## src/rtl/song_pkg.sv

```systemverilog
// Shared widths, FSM encoding and ROM contents for the song reader.
// The song table is a constant function, so the ROM synthesises to logic or a ROM macro without a memory file.
package song_pkg;

    localparam int NOTE_W     = 6;
    localparam int DUR_W      = 6;
    localparam int IDX_W      = 5;
    localparam int SONG_COUNT = 4;
    localparam int SONG_W     = $clog2(SONG_COUNT);
    localparam int ROM_W      = NOTE_W + DUR_W;
    localparam int ADDR_W     = SONG_W + IDX_W;

    localparam logic [IDX_W-1:0] IDX_LAST = {IDX_W{1'b1}};
    localparam logic [IDX_W-1:0] IDX_ONE  = {{(IDX_W-1){1'b0}}, 1'b1};

    typedef enum logic [1:0] {
        ST_IDLE  = 2'd0,
        ST_FETCH = 2'd1,
        ST_ISSUE = 2'd2,
        ST_WAIT  = 2'd3
    } state_t;

    // Song table: note = 10*song + index, duration = index + 8 beats;
    // song 0 entry 3 carries a zero duration (end marker when that feature is built in).
    function automatic logic [ROM_W-1:0] rom_entry(input logic [SONG_W-1:0] song,
                                                   input logic [IDX_W-1:0]  idx);
        logic [NOTE_W-1:0] note_v;
        logic [DUR_W-1:0]  dur_v;
        note_v = ({4'b0000, song} * 6'd10) + {1'b0, idx};
        if ((song == 2'd0) && (idx == 5'd3)) begin
            dur_v = 6'd0;
        end else begin
            dur_v = {1'b0, idx} + 6'd8;
        end
        return {note_v, dur_v};
    endfunction

endpackage

```

## src/rtl/song_rom.sv

```systemverilog
// Synchronous-read song ROM, addressed by {song, index}; data appears one cycle after the address.
module song_rom
    import song_pkg::*;
(
    input  logic              clk,
    input  logic              reset_n,
    input  logic [ADDR_W-1:0] addr,
    output logic [ROM_W-1:0]  data
);

    logic [ROM_W-1:0] data_r;

    // Registered ROM read port.
    always_ff @(posedge clk or negedge reset_n) begin
        if (!reset_n) begin
            data_r <= {ROM_W{1'b0}};
        end else begin
            data_r <= rom_entry(addr[ADDR_W-1:IDX_W], addr[IDX_W-1:0]);
        end
    end

    assign data = data_r;

endmodule

```

## src/rtl/song_reader.sv

```systemverilog
// Walks the song ROM one note at a time, handing note/duration pairs to the note player.
// Optional build macro: SONG_READER_END_MARKER_EN (a zero-duration entry ends the song early).
module song_reader
    import song_pkg::*;
(
    input  logic              clk,
    input  logic              reset_n,
    input  logic              play,
    input  logic              reset_player,
    input  logic [1:0]        song,
    input  logic              note_done,
    output logic [NOTE_W-1:0] note,
    output logic [DUR_W-1:0]  duration,
    output logic              new_note,
    output logic              song_done,
    output logic [IDX_W-1:0]  note_index
);

    state_t            state_r;
    logic [IDX_W-1:0]  note_index_r;
    logic [IDX_W-1:0]  idx_next_s;
    logic [NOTE_W-1:0] note_r;
    logic [DUR_W-1:0]  duration_r;
    logic              new_note_r;
    logic              song_done_r;
    logic [ROM_W-1:0]  rom_data_s;
    logic [NOTE_W-1:0] rom_note_s;
    logic [DUR_W-1:0]  rom_dur_s;

    // The ROM is addressed with the index being loaded this edge, so its
    // output during FETCH already belongs to the entry about to be issued.
    song_rom u_rom (
        .clk     (clk),
        .reset_n (reset_n),
        .addr    ({song, idx_next_s}),
        .data    (rom_data_s)
    );

    assign rom_note_s = rom_data_s[ROM_W-1:DUR_W];
    assign rom_dur_s  = rom_data_s[DUR_W-1:0];

`ifdef SONG_READER_END_MARKER_EN
    logic end_marker_s;
    assign end_marker_s = (rom_dur_s == {DUR_W{1'b0}});
`endif

    // Next note index: restart, advance on note_done in WAIT, wrap only at song end.
    always_comb begin
        idx_next_s = note_index_r;
        if (reset_player) begin
            idx_next_s = {IDX_W{1'b0}};
        end else begin
            case (state_r)
                ST_WAIT: begin
                    if (note_done) begin
                        if (note_index_r == IDX_LAST) begin
                            idx_next_s = {IDX_W{1'b0}};
                        end else begin
                            idx_next_s = note_index_r + IDX_ONE;
                        end
                    end else begin
                        idx_next_s = note_index_r;
                    end
                end
`ifdef SONG_READER_END_MARKER_EN
                ST_FETCH: begin
                    if (play && end_marker_s) begin
                        idx_next_s = {IDX_W{1'b0}};
                    end else begin
                        idx_next_s = note_index_r;
                    end
                end
`endif
                default: idx_next_s = note_index_r;
            endcase
        end
    end

    // Control FSM with registered note/duration/strobe outputs.
    always_ff @(posedge clk or negedge reset_n) begin
        if (!reset_n) begin
            state_r      <= ST_IDLE;
            note_index_r <= {IDX_W{1'b0}};
            note_r       <= {NOTE_W{1'b0}};
            duration_r   <= {DUR_W{1'b0}};
            new_note_r   <= 1'b0;
            song_done_r  <= 1'b0;
        end else begin
            new_note_r   <= 1'b0;
            song_done_r  <= 1'b0;
            note_index_r <= idx_next_s;
            if (reset_player) begin
                state_r <= ST_IDLE;
            end else begin
                case (state_r)
                    ST_IDLE: begin
                        if (play) begin
                            state_r <= ST_FETCH;
                        end
                    end
                    ST_FETCH: begin
                        if (play) begin
`ifdef SONG_READER_END_MARKER_EN
                            if (end_marker_s) begin
                                state_r     <= ST_IDLE;
                                song_done_r <= 1'b1;
                            end else begin
                                note_r     <= rom_note_s;
                                duration_r <= rom_dur_s;
                                new_note_r <= 1'b1;
                                state_r    <= ST_ISSUE;
                            end
`else
                            note_r     <= rom_note_s;
                            duration_r <= rom_dur_s;
                            new_note_r <= 1'b1;
                            state_r    <= ST_ISSUE;
`endif
                        end
                    end
                    ST_ISSUE: begin
                        if (play) begin
                            state_r <= ST_WAIT;
                        end
                    end
                    ST_WAIT: begin
                        // A finished note is honoured even while paused.
                        if (note_done) begin
                            if (note_index_r == IDX_LAST) begin
                                song_done_r <= 1'b1;
                                state_r     <= ST_IDLE;
                            end else begin
                                state_r <= ST_FETCH;
                            end
                        end
                    end
                    default: state_r <= ST_IDLE;
                endcase
            end
        end
    end

    assign note       = note_r;
    assign duration   = duration_r;
    assign new_note   = new_note_r;
    assign song_done  = song_done_r;
    assign note_index = note_index_r;

endmodule

```

## config.mk

```make
export PLATFORM = sky130hd
export DESIGN_NAME = song_reader
export DESIGN_NICKNAME = d
export VERILOG_FILES = /design/src/rtl/song_pkg.sv /design/src/rtl/song_rom.sv /design/src/rtl/song_reader.sv
export SDC_FILE = /design/constraint.sdc
export NUM_CORES = 1
export LEC_CHECK = 0
export ABC_AREA = 0
export CAP_MARGIN = 20
export CORE_ASPECT_RATIO = 1.2
export CORE_UTILIZATION = 39
export CTS_BUF_LIST = sky130_fd_sc_hd__clkbuf_8
export CTS_CLUSTER_SIZE = 12
export DETAILED_ROUTE_END_ITERATION = 8
export PLACE_DENSITY = 0.72
export REMOVE_ABC_BUFFERS = 1
export SLEW_MARGIN = 10
export SYNTH_ARGS = -nofsm -noshare
export SYNTH_HDL_FRONTEND = slang
export SYNTH_SLANG_ARGS = --single-unit
```

## constraint.sdc

```tcl
create_clock -name clk -period 3.6 [get_ports clk]
set_input_delay 0.72 -clock clk [delete_from_list [all_inputs] [get_ports clk]]
set_output_delay 0.72 -clock clk [all_outputs]
set_load 0.05 [all_outputs]
```

==> results of run 1 <==
## power groups by stage
stage          logic (mW)  clock network, mW  registers (mW)
6_report            0.345              0.373           0.437
5_1_grt             0.374              0.394           0.443
4_1_cts             0.349              0.379           0.437
3_5_place_dp        0.346                  0           0.444
3_3_place_gp        0.334                  0           0.440
2_1_floorplan       0.114                  0           0.557
## metrics by stage
stage / total power [mW] / hold slack [ns] / util (%) / area, µm² / instances
finish: 1.15 / 0.437 / 51.7 / 2020 / 235
detailed placement: 0.790 / 0.422 / 48.4 / 1890 / 227
floorplan: 0.671 / 0.414 / - / 1540 / 143
global route: 1.21 / 0.446 / 51.7 / 2020 / 235
global placement: 0.774 / 0.419 / 48.4 / 1890 / 227
CTS: 1.16 / 0.439 / 51.7 / 2020 / 235
## metal layers
metal  GRT usage (%)  wire (µm)  up-vias
met5               0          0        -
met4            8.53         60        0
met3            5.23        154        5
met2            28.3       1680       44
met1            18.2       1270      570
li1                -          -      579
## placed cells by master, fill, tap and decap left out, types with 2 or more instances in the layout
| cell type | instances |
|---|---|
| clkbuf_8 | 7 |
| o211a_1 | 2 |
| o311a_1 | 2 |
| clkdlybuf4s50_1 | 25 |
| buf_4 | 5 |
| xnor2_1 | 3 |
| a21bo_2 | 3 |
| nand3_1 | 4 |
| nor3_1 | 3 |
| dfrtp_1 | 32 |
| nand2_1 | 36 |
| nand3b_1 | 2 |
| ha_1 | 9 |
| a221oi_1 | 3 |
| inv_1 | 6 |
| a21oi_1 | 4 |
| a21boi_1 | 2 |
| mux2i_1 | 3 |
| o22ai_1 | 2 |
| o32ai_1 | 2 |
| nand2b_1 | 2 |
| or3b_1 | 2 |
| nor2_1 | 3 |
## logic make-up (layout without fill, tap and decap cells)
family | count (synthesis) | in the layout
simple gates | 60 | 60
flops | 32 | 32
compound gates | 27 | 27
buf+inv | 14 | 45
fa+ha+maj | 10 | 10
mux | 4 | 4
xor+xnor | 3 | 3
## how the worst max path moves through the flow
| stage | startpoint | to | slack [ns] | cells past startpoint |
|---|---|---|---|---|
| floorplan | u_rom.data[6] | u_rom.data[10] | 0.52 | 10 |
| global placement | note_done | u_rom.data[10] | 0.36 | 8 |
| detailed placement | reset_player | u_rom.data[10] | 0.23 | 8 |
| CTS | u_rom.data[6] | u_rom.data[10] | 0.45 | 10 |
| global route | u_rom.data[6] | u_rom.data[10] | 0.25 | 10 |
| finish | reset_player | u_rom.data[10] | 0.45 | 8 |
## worst max-delay path: stages
cell	delay [ns]
clkdlybuf4s50_1	0.59
or3b_1	0.46
o32ai_1	0.37
ha_1	0.31
a21oi_1	0.33
nor3_1	0.11
a221oi_1	0.31
nand3_1	0.10
## area by class of cell
cell class,count,area (µm²)
Clock inverter,1,30.0
Inverter,7,27.5
Timing Repair Buffer,30,288
Tap cell,54,67.6
Sequential cell,32,801
Fill cell,346,1890
Multi-Input combinational cell,104,711
Clock buffer,7,96.3
## flip-flops by register name, summed over array words and instances, names as in the netlist
| register | cells |
|---|---|
| duration | 6 |
| new_note | 1 |
| note | 6 |
| note_index | 4 |
| song_done | 1 |
| state_r | 2 |
| u_rom.data | 12 |
==> impl_metrics.py, run 1 <==
metrics = {
    "placed_design": {
        "hpwl_um": 2290,
        "dp_slack_ns": 0.225,
        "place_congestion": 0.803,
        "io_buffers": 25,
    },
    "worst_setup_path": {
        "startpoint_type": "input port",
        "worst_ep_arrival_time_ns": 3.31,
        "r2r_slack_ns": 0.46,
        "cp-end-kind": "flip-flop",
        "r2r.worst_path.cells": 10,
        "worst_r2r_endpoint": "u_rom.data[10]",
        "critPathRequiredTime_ns": 3.76,
        "cp_max_fo": 11,
        "critPathKind": "input port to flip-flop",
        "r2r-start": "u_rom.data[6]",
    },
    "global_routing": {
        "grt_use_total_pct": 16.7,
        "grt-ovfl-total": 0,
        "grt_pass1_vias": 1120,
        "grt_pass1_wl_um": 5160,
        "grt_max_degree": 33,
        "antenna_found_initial": 0,
    },
    "synth": {
        "synth_cell_types": 42,
        "synth_edf_count": 0,
        "syn_inst": 150,
        "yosys.area_share.simple_pct": 18.8,
        "synth_compound_area_share_pct": 13.4,
        "synth_fa_ha_area_share_pct": 8.37,
        "yosys_warnings": 0,
        "synthArstFlopShare_pct": 100,
        "synth_mux_area_share_pct": 2.60,
        "synth-seq-cells": 32,
        "synth_area_leader_cell": "dfrtp_1",
        "synthTopCellsByCount": "nand2_1, dfrtp_1, ha_1",
        "avgSynthCellArea_um2": 10.6,
        "synth-xor-area-share_pct": 1.66,
        "syn_area_um2": 1590,
        "synthFlopType": "dfrtp_1",
        "ys_seq_area_share_pct": 50.5,
        "synth_area_leaders": "dfrtp_1, nand2_1, ha_1, a21bo_2, mux2i_1",
        "synth.top_cell.area_share_pct": 50.5,
        "synth_top_family_by_area": "simple AND/OR/NAND/NOR gates",
        "synth.most_common_cell": "nand2_1",
    },
    "floorplan": {
        "rows": 25,
        "ios": 26,
        "coreArea_um2": 3910,
        "die_y_um": 71.8,
        "die_width_um": 60.2,
        "start_util_pct": 40.5,
        "die-area_um2": 4320,
    },
    "sta": {
        "rsz0062_at_grt": "false",
        "slew_violations": 0,
        "fin_ws_ns": 0.454,
        "finalSetupViolations": 0,
        "period_minus_slack_ns": 3.15,
        "finalHoldViolCount": 0,
        "worstMarginPinSlew_ns": 0.507,
        "slew_headroom_pct": 66.1,
        "period_share_pct": 87.4,
        "fin_tns_setup_ns": 0,
        "max_freq_mhz": 318,
        "finClkSkew_ns": 0.00451,
    },
    "power_and_ir_drop": {
        "power.leakage_nw": 0.974,
        "pwr-share-comb_pct": 29.9,
        "switching_share_pct": 33.2,
        "irDropWorstVdd_uv": 235,
        "p_int_uw": 771,
        "p_clk_share_pct": 32.3,
        "power_density_nw_per_um2": 571,
        "p_sw_uw": 383,
        "pwr-share-seq_pct": 37.8,
    },
    "finish": {
        "drive_above_1_share_pct": 12.2,
        "n_antenna_cell": 0,
        "nNetsFinal": 197,
        "area_growth_pct": 27.5,
    },
    "routing": {
        "vias": 1198,
        "first_pass_iters": 4,
        "wl_per_cell_um": 13.5,
        "drcViolationCount": 0,
        "drt-total-wl_um": 3170,
        "vias_per_cell": 5.10,
        "first_iter_violations": 38,
        "antenna_left": 0,
    },
    "clock_network": {
        "cts_resized": 0,
        "clk_pin_slew_ns": 0.06,
        "cts-buffers-inserted": 5,
        "cts_tree": "built",
        "hold_buffers": 0,
        "post-cts-setup-buffers": 0,
        "cts-root-buf": "clkbuf_8",
        "htree_levels": 2,
        "cts_max_path_buffers": 2,
        "cts_sinks": 32,
        "clock_latency_ns": 0.29,
    },
    "job": {
        "max-cap-violations": 0,
    },
    "hold_path": {
        "hp-start": "u_rom.data[8]",
        "holdPathEnd": "note[2]",
        "hp-class": "flip-flop to flip-flop",
        "hold_depth": 2,
    },
    "run_status": {
        "status": "finished clean",
    },
}
Note: power is estimated with default switching activity, not from simulation.
==> inputs of run 2 (changes only) <==
--- a/config.mk
+++ b/config.mk
@@ -5,14 +5,14 @@
 export SDC_FILE = /design/constraint.sdc
 export NUM_CORES = 1
 export LEC_CHECK = 0
-export ABC_AREA = 0
+export ABC_AREA = 1
 export CAP_MARGIN = 20
 export CORE_ASPECT_RATIO = 1.2
 export CORE_UTILIZATION = 39
 export CTS_BUF_LIST = sky130_fd_sc_hd__clkbuf_8
 export CTS_CLUSTER_SIZE = 12
 export DETAILED_ROUTE_END_ITERATION = 8
-export PLACE_DENSITY = 0.72
+export PLACE_DENSITY = 0.73
 export REMOVE_ABC_BUFFERS = 1
 export SLEW_MARGIN = 10
 export SYNTH_ARGS = -nofsm -noshare
==> run 2 against run 1 <==
Compared with the run above:
- core utilization increased by 0.49 points
- maximum frequency grew 33%
- setup slack improved by 0.79 ns
- worst hold slack improved by 0.00063 ns
- register-to-register slack better by 0.84 ns
- largest power group unchanged
- synthesized area decreased by 5.8%
- clock skew grew 0.0011 ns
- design area fell by 6.2%
- highest routed layer unchanged
==> impl_metrics.py, run 2 <==
metrics = {
    "floorplan": {
        "ios": 26,
        "die-area_um2": 4080,
        "die_width_um": 58.5,
        "rows": 24,
        "die_y_um": 69.8,
        "coreArea_um2": 3630,
        "start_util_pct": 41.1,
    },
    "global_routing": {
        "grt_use_total_pct": 15.1,
        "grt_max_degree": 33,
        "grt_pass1_vias": 1083,
        "grt-ovfl-total": 0,
        "grt_pass1_wl_um": 4580,
        "antenna_found_initial": 0,
    },
    "routing": {
        "drcViolationCount": 0,
        "vias_per_cell": 4.46,
        "first_pass_iters": 4,
        "wl_per_cell_um": 10.4,
        "drt-total-wl_um": 2590,
        "vias": 1116,
        "antenna_left": 0,
        "first_iter_violations": 36,
    },
    "finish": {
        "area_growth_pct": 27.0,
        "nNetsFinal": 214,
        "n_antenna_cell": 0,
        "regArea_um2": 801,
        "drive_above_1_share_pct": 12.1,
        "largest_register_ffs": 12,
        "final.fill_count": 317,
        "final_common_cell": "nand2_1",
        "multiInputGateArea_um2": 588,
        "final_cell_mix": "nand2_1, dfrtp_1, clkdlybuf4s50_1",
    },
    "sta": {
        "rsz0062_at_grt": "false",
        "finalSetupViolations": 0,
        "max_freq_mhz": 424,
        "period_minus_slack_ns": 2.36,
        "slew_headroom_pct": 66.4,
        "fin_tns_setup_ns": 0,
        "finalHoldViolCount": 0,
        "slew_violations": 0,
        "worstMarginPinSlew_ns": 0.502,
        "finClkSkew_ns": 0.00560,
        "period_share_pct": 65.5,
    },
    "worst_setup_path": {
        "startpoint_type": "input port",
        "setup.worst_path.start": "note_done",
        "critPathRequiredTime_ns": 3.78,
        "cp-end-kind": "flip-flop",
        "r2r-start": "note_index[1]",
        "cp_max_fo": 6,
        "crit_path_end": "u_rom.data[11]",
        "worst_ep_arrival_time_ns": 2.53,
        "r2r_slack_ns": 1.30,
        "critPathKind": "input port to flip-flop",
        "r2r.worst_path.cells": 14,
        "worst_r2r_endpoint": "u_rom.data[11]",
    },
    "placed_design": {
        "place_congestion": 0.878,
        "hpwl_um": 1870,
        "io_buffers": 25,
    },
    "job": {
        "max-cap-violations": 0,
    },
    "synth": {
        "ys_seq_area_share_pct": 53.6,
        "synth_edf_count": 0,
        "synth_area_leaders": "dfrtp_1, nand2_1, ha_1, inv_1, nand3_1",
        "synthFlopType": "dfrtp_1",
        "syn_inst": 166,
        "yosys_warnings": 0,
        "synthTopCellsByCount": "nand2_1, dfrtp_1, inv_1",
        "synth.top_cell.area_share_pct": 53.6,
        "synth.most_common_cell": "nand2_1",
        "synth-seq-cells": 32,
        "syn_area_um2": 1490,
        "synthArstFlopShare_pct": 100,
        "avgSynthCellArea_um2": 8.99,
        "synth_cell_types": 20,
        "synth_area_leader_cell": "dfrtp_1",
    },
    "hold_path": {
        "hp-class": "flip-flop to flip-flop",
        "hold_depth": 2,
    },
    "power_and_ir_drop": {
        "p_total_mw": 1.13,
        "irDropWorstVdd_uv": 221,
        "power_density_nw_per_um2": 599,
        "power.leakage_nw": 1.01,
    },
    "clock_network": {
        "cts-buffers-inserted": 5,
        "htree_levels": 2,
        "clk_pin_slew_ns": 0.06,
        "hold_buffers": 0,
        "post-cts-setup-buffers": 0,
        "cts_tree": "built",
        "cts_sinks": 32,
        "clock_latency_ns": 0.28,
        "cts-root-buf": "clkbuf_8",
        "cts_resized": 0,
        "cts_max_path_buffers": 2,
    },
    "run_status": {
        "status": "finished clean",
    },
}
==> run 2: metal layers <==
metal  track usage [%]  wire (µm)  up-vias
li1                  -          -      575
met3              5.22         84        5
met5                 0          0        -
met4              8.47         67        0
met1              17.7       1190      515
met2              23.8       1250       21
==> run 2: kinds of logic after synthesis <==
kind of cell / count (synthesis) / share of synthesized area, %
simple gates: 89 / 27.2
compound gates: 9 / 3.27
flops: 32 / 53.6
buf+inv: 26 / 6.96
fa+ha+maj: 10 / 8.89
==> run 2: worst max-delay path, stage by stage <==
cell and delay (ns):
clkdlybuf4s50_1 0.55, nand2_2 0.12, nor2_1 0.19, nor3_4 0.08
ha_1 0.22, fa_1 0.39, inv_1 0.09, nand2_1 0.06
nand3_1 0.07, nand2_1 0.05
==> run 2: worst min-delay path by stage <==
stage / start / end / slack (ns)
detailed placement: u_rom.data[3] / duration[3] / 0.42
CTS: u_rom.data[3] / duration[3] / 0.44
global route: u_rom.data[0] / duration[0] / 0.45
finish: u_rom.data[1] / duration[1] / 0.44
floorplan: reset_n / duration[0] / 0.42
global placement: u_rom.data[5] / duration[5] / 0.42
==> run 2: where the power goes <==
part / leakage (nW) / total [mW] / switching (mW) / internal, mW
Sequential: 0.421 / 0.459 / 0.0367 / 0.422
Combinational: 0.534 / 0.405 / 0.271 / 0.134
Clock: 0.0538 / 0.272 / 0.122 / 0.150
==> run 2: through the flow <==
stage,hold slack [ns],utilization (%),setup slack (ns),std cells,instance area [µm²]
after detailed placement,0.424,49.7,0.960,242,1810
after floorplan,0.418,-,1.20,163,1480
after global placement,0.421,49.7,1.01,242,1810
after global routing,0.455,52.2,1.05,250,1900
after CTS,0.439,52.2,1.26,250,1900
final,0.438,52.2,1.24,250,1900
==> run 2: cell type report <==
| type | count | share of cell area, % |
|---|---|---|
| Clock buffer | 6 | 4.36 |
| Timing Repair Buffer | 27 | 14.0 |
| Sequential cell | 32 | 42.2 |
| Tap cell | 52 | 3.43 |
| Inverter | 23 | 4.55 |
| Clock inverter | 2 | 0.396 |
| Multi-Input combinational cell | 108 | 31.0 |
==> inputs of run 3 (changes only) <==
==> constraint.sdc (replaced) <==
create_clock -name clk -period 2.3 [get_ports clk]
set_input_delay 0.46 -clock clk [delete_from_list [all_inputs] [get_ports clk]]
set_output_delay 0.46 -clock clk [all_outputs]
set_load 0.05 [all_outputs]
==> run 3 against run 2 <==
Compared with the run above:
- count of clock-buffer cells in the layout rose by 1
- die area is the same
- clock skew decreased by 0.0013 ns
- sequential cell count did not move
- sequential power grew 56%
- register-to-register slack lost 1.1 ns
- core utilization rose by 2.9 points
- clock power grew 110%
==> impl_metrics.py, run 3 (synthesis gave the netlist of run 2 again) <==
metrics = {
    "sta": {
        "period_share_pct": 92.7,
        "finClkSkew_ns": 0.00434,
        "finalHoldViolCount": 0,
        "slew_violations": 0,
        "finalSetupViolations": 0,
        "max_freq_mhz": 469,
        "worstMarginPinSlew_ns": 0.500,
        "slew_headroom_pct": 66.5,
        "period_minus_slack_ns": 2.13,
    },
    "clock_network": {
        "cts_sinks": 32,
        "cts_tree": "built",
        "clk_pin_slew_ns": 0.06,
        "cts_max_path_buffers": 2,
        "cts-buffers-inserted": 5,
        "htree_levels": 2,
        "clock_latency_ns": 0.28,
        "cts-root-buf": "clkbuf_8",
        "hold_buffers": 0,
    },
    "global_routing": {
        "gr-usage-met2_pct": 27.1,
        "grt_pass1_vias": 1161,
        "grt_max_degree": 33,
        "grt_use_met1_pct": 19.4,
        "busiest_layer": "met2",
        "grt_use_total_pct": 16.2,
        "grt-ovfl-total": 0,
        "antenna_found_initial": 0,
        "grt_use_met3_pct": 4.48,
        "grt_pass1_wl_um": 4980,
    },
    "finish": {
        "n_antenna_cell": 0,
        "multiInputGateArea_um2": 596,
        "largest_register_ffs": 12,
        "area_growth_pct": 33.9,
        "drive_above_1_share_pct": 18.0,
        "final.fill_count": 324,
        "nNetsFinal": 222,
        "fin_cells": 258,
        "final_common_cell": "nand2_1",
        "final_cell_mix": "nand2_1, dfrtp_1, clkdlybuf4s50_1",
        "regArea_um2": 801,
    },
    "worst_setup_path": {
        "cp_max_fo": 3,
        "r2r_slack_ns": 0.17,
        "critPathKind": "flip-flop to flip-flop",
        "crit_family": "adder cells",
        "crit_path_end": "u_rom.data[11]",
        "worst_ep_arrival_time_ns": 2.30,
        "startpoint_type": "flip-flop",
        "crit_path_max_incr_delay_ns": 0.41,
        "setup.worst_path.start": "u_rom.data[6]",
        "slowest_stage": "fa_1",
        "cp-end-kind": "flip-flop",
        "worst_r2r_endpoint": "u_rom.data[11]",
        "r2r.worst_path.cells": 14,
        "path_cells": "ha_1, inv_1, nor3_2, ha_2, nand3_1, nand2_1, inv_2, nand3_1, inv_2, fa_1, inv_1, nand2_1, nand3_1, nand2_1",
        "critPathRequiredTime_ns": 2.47,
        "r2r-start": "u_rom.data[6]",
        "critical_path_cell_count": 14,
        "cp.buffers_inverters": 4,
    },
    "power_and_ir_drop": {
        "power_density_nw_per_um2": 974,
        "p_int_mw": 1.26,
        "pwr-share-seq_pct": 36.9,
        "pwr-share-comb_pct": 33.6,
        "irDropWorstVdd_uv": 391,
        "p_sw_uw": 682,
        "p_clk_share_pct": 29.5,
        "switching_share_pct": 35.0,
        "p_total_mw": 1.95,
        "power.leakage_nw": 1.05,
    },
    "placed_design": {
        "io_buffers": 25,
        "place_congestion": 0.855,
        "hpwl_um": 1990,
        "dp_cells": 247,
    },
    "routing": {
        "drt-total-wl_um": 2770,
        "vias": 1154,
        "drcViolationCount": 0,
        "first_iter_violations": 31,
        "first_pass_iters": 4,
        "vias_per_cell": 4.47,
        "wl_per_cell_um": 10.8,
        "antenna_left": 0,
    },
    "floorplan": {
        "die_y_um": 69.8,
        "die-area_um2": 4080,
        "start_util_pct": 41.1,
        "ios": 26,
        "rows": 24,
        "die_width_um": 58.5,
        "coreArea_um2": 3630,
    },
    "run_status": {
        "status": "finished clean",
    },
    "job": {
        "max-cap-violations": 0,
    },
    "hold_path": {
        "hp-class": "flip-flop to flip-flop",
    },
}
[run 3: cell count changes in the layout (fill, tap and decap cells not counted)]
cell       delta
inv_2         +1
clkbuf_8      +1
ha_2          +1
bufinv_16     +1
ha_1          -1
inv_1         -3
nor3_2        +1
nor3_1        -1
buf_4         +8
[run 3: worst min path at each step]
stage	to	from	cells after the start
finish	note[3]	u_rom.data[9]	2
global route	duration[0]	u_rom.data[0]	2
CTS	duration[1]	u_rom.data[1]	2
detailed placement	duration[1]	u_rom.data[1]	2
global placement	duration[4]	u_rom.data[4]	2
floorplan	duration[0]	reset_n	0
[run 3: final cells by class]
class | count | area share (%)
inverters | 23 | 4.32
clock buffers | 7 | 4.82
multi-input cells | 108 | 29.8
repair buffers | 35 | 16.3
clock inverters | 1 | 1.50
flip-flops and latches | 32 | 40.1
well taps | 52 | 3.25
[run 3: tightest hold or removal path, cell delays in order, from the launching register on]
cell	delay [ns]
dfrtp_1	0.32
nand2_1	0.05
nand2_1	0.05
[run 3: repair_timing]
action | 4_1_cts | 5_1_grt
endpoints found under the setup margin | 0 | 3
gates resized for setup | 0 | 3
buffers inserted | 0 | 3
[run 3: power groups by stage]
stage | Sequential [mW] | Combinational, mW | Clock (mW)
final | 0.718 | 0.654 | 0.575
after global routing | 0.731 | 0.715 | 0.615
after CTS | 0.720 | 0.650 | 0.591
after detailed placement | 0.730 | 0.646 | 0
after global placement | 0.725 | 0.638 | 0
after floorplan | 0.958 | 0.192 | 0
[run 3: through the flow]
stage / hold WS, ns / util (%) / area, µm² / worst slack [ns] / TNS [ns]
4_1_cts: 0.440 / 54.2 / 1970 / 0.0712 / 0
6_report: 0.439 / 55.0 / 2000 / 0.168 / 0
3_3_place_gp: 0.422 / 50.7 / 1840 / 0.0224 / 0
2_1_floorplan: 0.164 / - / 1480 / -0.0965 / -0.156
3_5_place_dp: 0.424 / 50.7 / 1840 / -0.00439 / -0.00439
5_1_grt: 0.451 / 55.0 / 2000 / -0.0294 / -0.0294
[run 3: routing by layer]
layer / vias to the layer above / part of all wire [%]
met4: 0 / 2.1
met5: - / 0
li1: 589 / -
met2: 25 / 51
met3: 6 / 3.7
met1: 534 / 43
